==> src/rtl/wave_analyzer_pkg.sv <==
// Shared widths and FSM encoding for the waveform measurement block.
package wave_analyzer_pkg;

  localparam int SAMPLE_W = 16;
  localparam int CNT_W    = 32;
  localparam int NCYC_W   = 8;
  localparam int HYST_W   = 15;

  typedef enum logic [1:0] {
    IDLE,
    ARM,
    MEASURE,
    DONE
  } state_t;

endpackage

==> src/rtl/wave_analyzer_if.sv <==
// Control, sample and result bundle between software/stimulus and wave_analyzer.
interface wave_analyzer_if;
  import wave_analyzer_pkg::*;

  logic                       start;
  logic signed [SAMPLE_W-1:0] signal;
  logic [HYST_W-1:0]          hysteresis;
  logic [NCYC_W-1:0]          num_cycles;
  logic [CNT_W-1:0]           timeout;
  logic                       busy;
  logic                       done;
  logic                       valid;
  logic                       timed_out;
  logic [CNT_W-1:0]           period_sum;
  logic signed [SAMPLE_W-1:0] peak_max;
  logic signed [SAMPLE_W-1:0] peak_min;

  modport master (
    output start, signal, hysteresis, num_cycles, timeout,
    input  busy, done, valid, timed_out, period_sum, peak_max, peak_min
  );

  modport slave (
    input  start, signal, hysteresis, num_cycles, timeout,
    output busy, done, valid, timed_out, period_sum, peak_max, peak_min
  );

endinterface

==> src/rtl/wave_analyzer_zero_cross_detector.sv <==
// Registers the sample stream and flags rising zero crossings through a
// hysteresis dead band; runs continuously regardless of the measurement FSM.
module zero_cross_detector
  import wave_analyzer_pkg::*;
(
  input  logic                       clk,
  input  logic                       rst,
  input  logic signed [SAMPLE_W-1:0] signal,
  input  logic [HYST_W-1:0]          hysteresis,
  output logic signed [SAMPLE_W-1:0] s_q,
  output logic                       rise
);

  logic signed [SAMPLE_W:0] s_ext;
  logic signed [SAMPLE_W:0] hyst_pos;
  logic signed [SAMPLE_W:0] hyst_neg;
  logic                     above;
  logic                     below;
  logic                     pol;
  logic                     pol_d;
  logic                     known;
  logic                     known_d;

  // One extra bit so that -hysteresis never wraps against the sample range.
  always_comb begin
    s_ext    = {s_q[SAMPLE_W-1], s_q};
    hyst_pos = {2'b00, hysteresis};
    hyst_neg = -hyst_pos;
    above    = (s_ext > hyst_pos);
    below    = (s_ext < hyst_neg);
  end

  always_ff @(posedge clk) begin
    s_q <= signal;
  end

  always_ff @(posedge clk) begin
    if (rst) begin
      pol     <= 1'b0;
      pol_d   <= 1'b0;
      known   <= 1'b0;
      known_d <= 1'b0;
    end else begin
      if (above) begin
        pol <= 1'b1;
      end else if (below) begin
        pol <= 1'b0;
      end
      if (above || below) begin
        known <= 1'b1;
      end
      pol_d   <= pol;
      known_d <= known;
    end
  end

  // known_d gates out the very first polarity acquisition after reset.
  assign rise = pol & ~pol_d & known_d;

endmodule

==> src/rtl/wave_analyzer.sv <==
// Measures N full periods of a signed stream (rising zero crossings) plus the
// signed peak range over the same window, with an optional busy timeout.
module wave_analyzer
  import wave_analyzer_pkg::*;
(
  input  logic           clk,
  input  logic           rst,
  wave_analyzer_if.slave bus
);

  state_t                     state;
  state_t                     state_nx;
  logic signed [SAMPLE_W-1:0] s_q;
  logic                       rise;
  logic [NCYC_W-1:0]          n_lat;
  logic [NCYC_W-1:0]          cyc_cnt;
  logic [CNT_W-1:0]           tmo_lat;
  logic [CNT_W-1:0]           tmo_cnt;
  logic [CNT_W-1:0]           period_cnt;
  logic [CNT_W-1:0]           res_period;
  logic signed [SAMPLE_W-1:0] res_max;
  logic signed [SAMPLE_W-1:0] res_min;
  logic                       res_valid;
  logic                       res_tmo;
  logic                       terminal;
  logic                       expire;

  function automatic logic [CNT_W-1:0] sat_inc(input logic [CNT_W-1:0] v);
    return (v == '1) ? v : v + CNT_W'(1);
  endfunction

  function automatic logic signed [SAMPLE_W-1:0] smax(
    input logic signed [SAMPLE_W-1:0] a,
    input logic signed [SAMPLE_W-1:0] b
  );
    return (a > b) ? a : b;
  endfunction

  function automatic logic signed [SAMPLE_W-1:0] smin(
    input logic signed [SAMPLE_W-1:0] a,
    input logic signed [SAMPLE_W-1:0] b
  );
    return (a < b) ? a : b;
  endfunction

  zero_cross_detector u_zcd (
    .clk        (clk),
    .rst        (rst),
    .signal     (bus.signal),
    .hysteresis (bus.hysteresis),
    .s_q        (s_q),
    .rise       (rise)
  );

  always_ff @(posedge clk) begin
    if (rst) begin
      state <= IDLE;
    end else begin
      state <= state_nx;
    end
  end

  // A terminal rise takes priority over a coincident timeout expiry.
  always_comb begin
    state_nx = state;
    terminal = (state == MEASURE) && rise &&
               (({1'b0, cyc_cnt} + 9'd1) == {1'b0, n_lat});
    expire   = ((state == ARM) || (state == MEASURE)) &&
               (tmo_lat != '0) && (sat_inc(tmo_cnt) == tmo_lat);
    case (state)
      IDLE:    if (bus.start) state_nx = ARM;
      ARM: begin
        if (expire)    state_nx = DONE;
        else if (rise) state_nx = MEASURE;
      end
      MEASURE: if (terminal || expire) state_nx = DONE;
      DONE:    state_nx = IDLE;
      default: state_nx = IDLE;
    endcase
  end

  always_ff @(posedge clk) begin
    if (rst) begin
      n_lat      <= '0;
      cyc_cnt    <= '0;
      tmo_lat    <= '0;
      tmo_cnt    <= '0;
      period_cnt <= '0;
      res_period <= '0;
      res_max    <= '0;
      res_min    <= '0;
      res_valid  <= 1'b0;
      res_tmo    <= 1'b0;
    end else begin
      case (state)
        IDLE: begin
          if (bus.start) begin
            n_lat     <= (bus.num_cycles == '0) ? NCYC_W'(1) : bus.num_cycles;
            tmo_lat   <= bus.timeout;
            tmo_cnt   <= '0;
            res_valid <= 1'b0;
            res_tmo   <= 1'b0;
          end
        end
        ARM: begin
          tmo_cnt <= sat_inc(tmo_cnt);
          if (expire) begin
            res_tmo    <= 1'b1;
            res_valid  <= 1'b0;
            res_period <= '0;
          end else if (rise) begin
            period_cnt <= '0;
            cyc_cnt    <= '0;
            res_max    <= s_q;
            res_min    <= s_q;
          end
        end
        MEASURE: begin
          tmo_cnt    <= sat_inc(tmo_cnt);
          period_cnt <= sat_inc(period_cnt);
          res_max    <= smax(res_max, s_q);
          res_min    <= smin(res_min, s_q);
          if (terminal) begin
            res_period <= sat_inc(period_cnt);
            res_valid  <= 1'b1;
          end else if (expire) begin
            res_tmo    <= 1'b1;
            res_valid  <= 1'b0;
            res_period <= '0;
          end else if (rise) begin
            cyc_cnt <= cyc_cnt + NCYC_W'(1);
          end
        end
        default: ;
      endcase
    end
  end

  assign bus.busy       = (state == ARM) || (state == MEASURE);
  assign bus.done       = (state == DONE);
  assign bus.valid      = res_valid;
  assign bus.timed_out  = res_tmo;
  assign bus.period_sum = res_period;
  assign bus.peak_max   = res_max;
  assign bus.peak_min   = res_min;

endmodule

==> src/flat_wrapper.sv <==
// flat-port wrapper written by rule: the top's interface ports become plain ports
module wave_analyzer_flat import wave_analyzer_pkg::*;
  (clk, rst, bus_start, bus_signal, bus_hysteresis, bus_num_cycles, bus_timeout, bus_busy, bus_done, bus_valid, bus_timed_out, bus_period_sum, bus_peak_max, bus_peak_min);
  wave_analyzer_if bus_i ();
  input  logic clk;
  input  logic rst;
  input wire logic [$bits(bus_i.start)-1:0] bus_start;
  input wire logic [$bits(bus_i.signal)-1:0] bus_signal;
  input wire logic [$bits(bus_i.hysteresis)-1:0] bus_hysteresis;
  input wire logic [$bits(bus_i.num_cycles)-1:0] bus_num_cycles;
  input wire logic [$bits(bus_i.timeout)-1:0] bus_timeout;
  output wire logic [$bits(bus_i.busy)-1:0] bus_busy;
  output wire logic [$bits(bus_i.done)-1:0] bus_done;
  output wire logic [$bits(bus_i.valid)-1:0] bus_valid;
  output wire logic [$bits(bus_i.timed_out)-1:0] bus_timed_out;
  output wire logic [$bits(bus_i.period_sum)-1:0] bus_period_sum;
  output wire logic [$bits(bus_i.peak_max)-1:0] bus_peak_max;
  output wire logic [$bits(bus_i.peak_min)-1:0] bus_peak_min;
  assign bus_i.start = bus_start;
  assign bus_i.signal = bus_signal;
  assign bus_i.hysteresis = bus_hysteresis;
  assign bus_i.num_cycles = bus_num_cycles;
  assign bus_i.timeout = bus_timeout;
  assign bus_busy = bus_i.busy;
  assign bus_done = bus_i.done;
  assign bus_valid = bus_i.valid;
  assign bus_timed_out = bus_i.timed_out;
  assign bus_period_sum = bus_i.period_sum;
  assign bus_peak_max = bus_i.peak_max;
  assign bus_peak_min = bus_i.peak_min;
  wave_analyzer u_core (.clk(clk), .rst(rst), .bus(bus_i));
endmodule
==> config.mk <==
export PLATFORM = sky130hd
export DESIGN_NAME = wave_analyzer_flat
export DESIGN_NICKNAME = d
export VERILOG_FILES = /design/src/rtl/wave_analyzer_pkg.sv /design/src/rtl/wave_analyzer_if.sv /design/src/rtl/wave_analyzer_zero_cross_detector.sv /design/src/rtl/wave_analyzer.sv /design/src/flat_wrapper.sv
export SDC_FILE = /design/constraint.sdc
export NUM_CORES = 1
export LEC_CHECK = 0
export ABC_AREA = 1
export BUFFER_PORTS_ARGS = -buffer_cell sky130_fd_sc_hd__clkbuf_2
export CAP_MARGIN = 20
export CELL_PAD_IN_SITES_DETAIL_PLACEMENT = 1
export CELL_PAD_IN_SITES_GLOBAL_PLACEMENT = 2
export CORE_MARGIN = 2
export CORE_UTILIZATION = 32
export CTS_CLUSTER_DIAMETER = 40
export DETAILED_ROUTE_END_ITERATION = 10
export PLACE_DENSITY_LB_ADDON = 0.12
export SYNTH_ARGS = -nofsm -noshare
export SYNTH_HDL_FRONTEND = slang
export SYNTH_SLANG_ARGS = --single-unit
==> constraint.sdc <==
create_clock -name clk -period 3.5 [get_ports clk]
set_clock_uncertainty 0.05 [all_clocks]
set_input_delay 0.7 -clock clk [delete_from_list [all_inputs] [get_ports clk]]
set_output_delay 0.7 -clock clk [all_outputs]
set_load 0.005 [all_outputs]
==> results.sh <==
export IMPL_run_status="complete, no violations"
export IMPL_power_switching_share=0.441
export IMPL_clock_power_frac=0.216
export IMPL_drv_slew=0
export IMPL_n_antenna_cell=0
export IMPL_power_per_cell_area_mw_per_mm2=682
export IMPL_final_hold_worst_slack_ps=289
export IMPL_worst_path_max_fanout=27
export IMPL_number_of_antenna_violations_at_the_first_check_in_global_routing=0
export IMPL_synth_seq_area_share=0.323
export IMPL_timing_final_setup_violations=0
export IMPL_die_area_mm2=0.0403
export IMPL_synthesis_area_per_instance_um2=6.49
export IMPL_syn_area_mm2=0.0124
export IMPL_overflow=0
export IMPL_synth_cell_types=46
export IMPL_clk_latency_ps=450
export IMPL_maxCapViolations=0
export IMPL_die_width_um=201
export IMPL_detailed_place_area_mm2=0.0140
export IMPL_dr_total_vias=13000
export IMPL_holdBufCountCts=0
export IMPL_cellLeakagePower_nw=6.60
export IMPL_syn_inst=1909
export IMPL_power_share_combinational=0.451
export IMPL_max_clock_path_buffers=2
export IMPL_max_clock_freq_mhz=314
export IMPL_ys_flop_type="dfxtp_1"
export IMPL_filler_cell_count=5040
export IMPL_ant_nets=0
export IMPL_hp_class="in -> reg"
export IMPL_cts_root_buffer="clkbuf_16"
export IMPL_synth_edf_count=0
export IMPL_total_switching_power_mw=4.40
export IMPL_synth_seq_cells=200
export IMPL_yosysWarnings=0
export IMPL_postLayoutCellArea_mm2=0.0146
export IMPL_finalCritPeriodShare=0.911
export IMPL_dp_cells=2553
export IMPL_hold_violations=0
export IMPL_async_flop_share=0
export IMPL_ir_worst_vdd_uv=396
export IMPL_worst_endpoint_required_ps=3770
export IMPL_arrival_time_at_the_worst_endpoint_ps=3460
export IMPL_global_route_wire_length_before_repair_um=73800
export IMPL_timing_critical_path_max_delay_family="simple AND/OR/NAND/NOR gates"
export IMPL_worstPathBufferInverterCount=3
export IMPL_cts_inserted_buffers=17
export IMPL_firstDrtPassIters=4
export IMPL_proportion_of_layout_cells_with_a_drive_suffix_above_1=0.129
export IMPL_flow_area_growth_from_synthesis_pct=18.0
export IMPL_power_total_mw=9.97
export IMPL_synthMuxAreaShare=0
export IMPL_hpwl_um=36200
export IMPL_finalWeightedCongestion=0.903
export IMPL_grt_setup_unrepaired="no"
export IMPL_critical_path_cell_chain="ha_4 -> inv_2 -> nor2_4 -> nand2_4 -> nor2_8 -> nand2_4 -> buf_4 -> nand2_1 -> nand2_1 -> nand2_1 -> nand4_1 -> nor2_1 -> nand2_1 -> nor2_4 -> nand3_4 -> nand3_2 -> buf_12 -> nand2_1 -> o21ai_1 -> nor2_1"
export IMPL_synth_compound_gate_area_share=0.145
export IMPL_sink_count_of_the_clock_tree=200
export IMPL_utilization=0.380
export IMPL_gr_usage_all_layers=0.232
export IMPL_core_mm2=0.0385
export IMPL_port_buffers=141
export IMPL_post_cts_setup_buffer_count=0
export IMPL_yosys_area_share_simple=0.332
export IMPL_boundaryPins=142
export IMPL_final_min_clock_period_ps=3190
export IMPL_timing_setup_critical_path_class="reg -> reg"
export IMPL_slew_limit_headroom=0.539
export IMPL_synth_top_family_by_area="simple AND/OR/NAND/NOR gates"
export IMPL_pin_count_of_the_biggest_net_entering_global_routing=71
export IMPL_critical_path_startpoint_type="flip-flop"
export IMPL_detail_route_wl_per_cell_um=18.0
export IMPL_stage_delay_of_the_slowest_cell_on_the_critical_path_ps=460
export IMPL_setup_worst_path_end_class="flip-flop"
export IMPL_grt_pass1_vias=13400
export IMPL_remaining_drc_errors=0
export IMPL_dr_first_iter_drc_count=610
export IMPL_cts_tree="built"
export IMPL_dieHeight_um=201
export IMPL_critical_path_slowest_cell="dfxtp_1"
export IMPL_internal_power_mw=5.57
export IMPL_design_final_nets=2198
export IMPL_path_clk_slew_ps=80
export IMPL_htree_levels=4
export IMPL_floorplan_initialDensity=0.322
export IMPL_mappedNetlistNets=2053
export IMPL_route_detailed_vias_per_inst=5.02
export IMPL_crit_top_cell="nand2_1"
export IMPL_fin_cells=2585
export IMPL_worstMarginPinSlew_ps=692
export IMPL_detail_route_wirelength_um=46500
export IMPL_seq_power_share=0.334
export IMPL_synthXorXnorAreaFrac=0.0403
export IMPL_fp_row_count=72
export IMPL_synth_fa_ha_area_frac=0.0707
==> registers in the layout (all words and copies together) (netlist names), 2 cells and up <==
| name | count |
|---|---|
| u_core.bus.period_sum | 32 |
| u_core.period_cnt | 32 |
| u_core.tmo_cnt | 32 |
| u_core.tmo_lat | 32 |
| u_core.bus.peak_max | 16 |
| u_core.bus.peak_min | 16 |
| u_core.u_zcd.s_q | 16 |
| u_core.cyc_cnt | 8 |
| u_core.n_lat | 8 |
| u_core.state | 2 |
==> synth_stat cells (all sizes together), types with 3 or more instances <==
cell	number	area [µm²]
a21oi	216	1080
inv	201	754
nand2	485	1850
dfxtp	200	4000
nor4	11	68.8
buf	23	141
xor2	48	420
nor3	43	230
a21o	3	22.5
nor2	222	877
xnor2	9	78.8
ha	70	876
o21bai	3	22.5
o21ai	105	526
a211oi	4	30.0
nand3	139	723
o211ai	6	45.0
nand4	52	332
clkbuf	54	203
==> what timing repair did <==
item,in CTS,in global routing
endpoints found under the hold margin,0,0
gates resized for setup,0,8
setup endpoints to repair,0,79
==> cell families (layout without fill, tap and decap cells) <==
group,after synthesis,in the layout
AND/OR/NAND/NOR,958,958
AO/OA/AOI/OAI,345,345
buffers and inverters,279,437
flip-flops,200,200
adder cells (fa/ha/maj),70,70
XOR/XNOR,57,57
==> final timing paths <==
check,from,end,slack (ps),depth (start not counted)
worst max register to register,u_core.tmo_cnt[1],u_core.period_cnt[15],310,20
worst min register to register,u_core.u_zcd.pol,u_core.u_zcd.pol_d,410,2
worst max-delay path,u_core.tmo_cnt[1],u_core.period_cnt[15],310,20
worst min-delay path,bus_signal[10],u_core.u_zcd.s_q[10],290,1
==> per-layer routing <==
layer  wire length [µm]  share of wire  track usage
met5                  0              0            0
met1              21200           0.46        0.290
met2              23000           0.50        0.413
met4               1020          0.022       0.0683
met3               1230          0.026       0.0347
==> metrics by stage <==
stage	setup TNS, ps	setup WS (ps)
2_1_floorplan	0	292
3_3_place_gp	-6.56	-6.56
3_5_place_dp	-125	-76.8
4_1_cts	0	44.6
5_1_grt	0	3.74
6_report	0	311
==> cells in the final DEF, fill, tap and decap left out, types with 5 or more instances in the layout <==
master / synthesis / final
nand2_1: 481 / 479
o211ai_1: 6 / 6
ha_1: 70 / 69
buf_4: 7 / 55
dfxtp_1: 200 / 200
nor4_1: 11 / 11
clkbuf_2: 0 / 140
nand4_1: 51 / 51
inv_1: 198 / 197
nor3_1: 40 / 40
xnor2_1: 9 / 9
o21ai_1: 20 / 20
nand3_1: 135 / 134
xor2_1: 48 / 48
buf_12: 0 / 8
nor2_4: 3 / 5
nor2_1: 216 / 213
a21oi_1: 216 / 215
clkbuf_16: 0 / 17
o21ai_0: 85 / 85
==> power groups by stage <==
| stage | Sequential, mW | Clock (mW) | Combinational (mW) |
|---|---|---|---|
| 2_1_floorplan | 3.23 | 0 | 2.86 |
| 3_3_place_gp | 3.35 | 0 | 4.40 |
| 3_5_place_dp | 3.37 | 0 | 4.51 |
| 4_1_cts | 3.33 | 2.23 | 4.54 |
| 5_1_grt | 3.40 | 2.31 | 5.10 |
| 6_report | 3.32 | 2.15 | 4.49 |
==> cell type report <==
class / instances / area (µm²) / area share
inverter: 202 / 758 / 0.0518
sequential: 200 / 4000 / 0.274
timing repair buffer: 203 / 1270 / 0.0871
tap: 518 / 648 / 0.0443
clock inverter: 13 / 170 / 0.0116
multi-input combinational: 1430 / 7330 / 0.501
clock buffer: 19 / 443 / 0.0303
No activity file was read; power rests on OpenSTA's default activity.
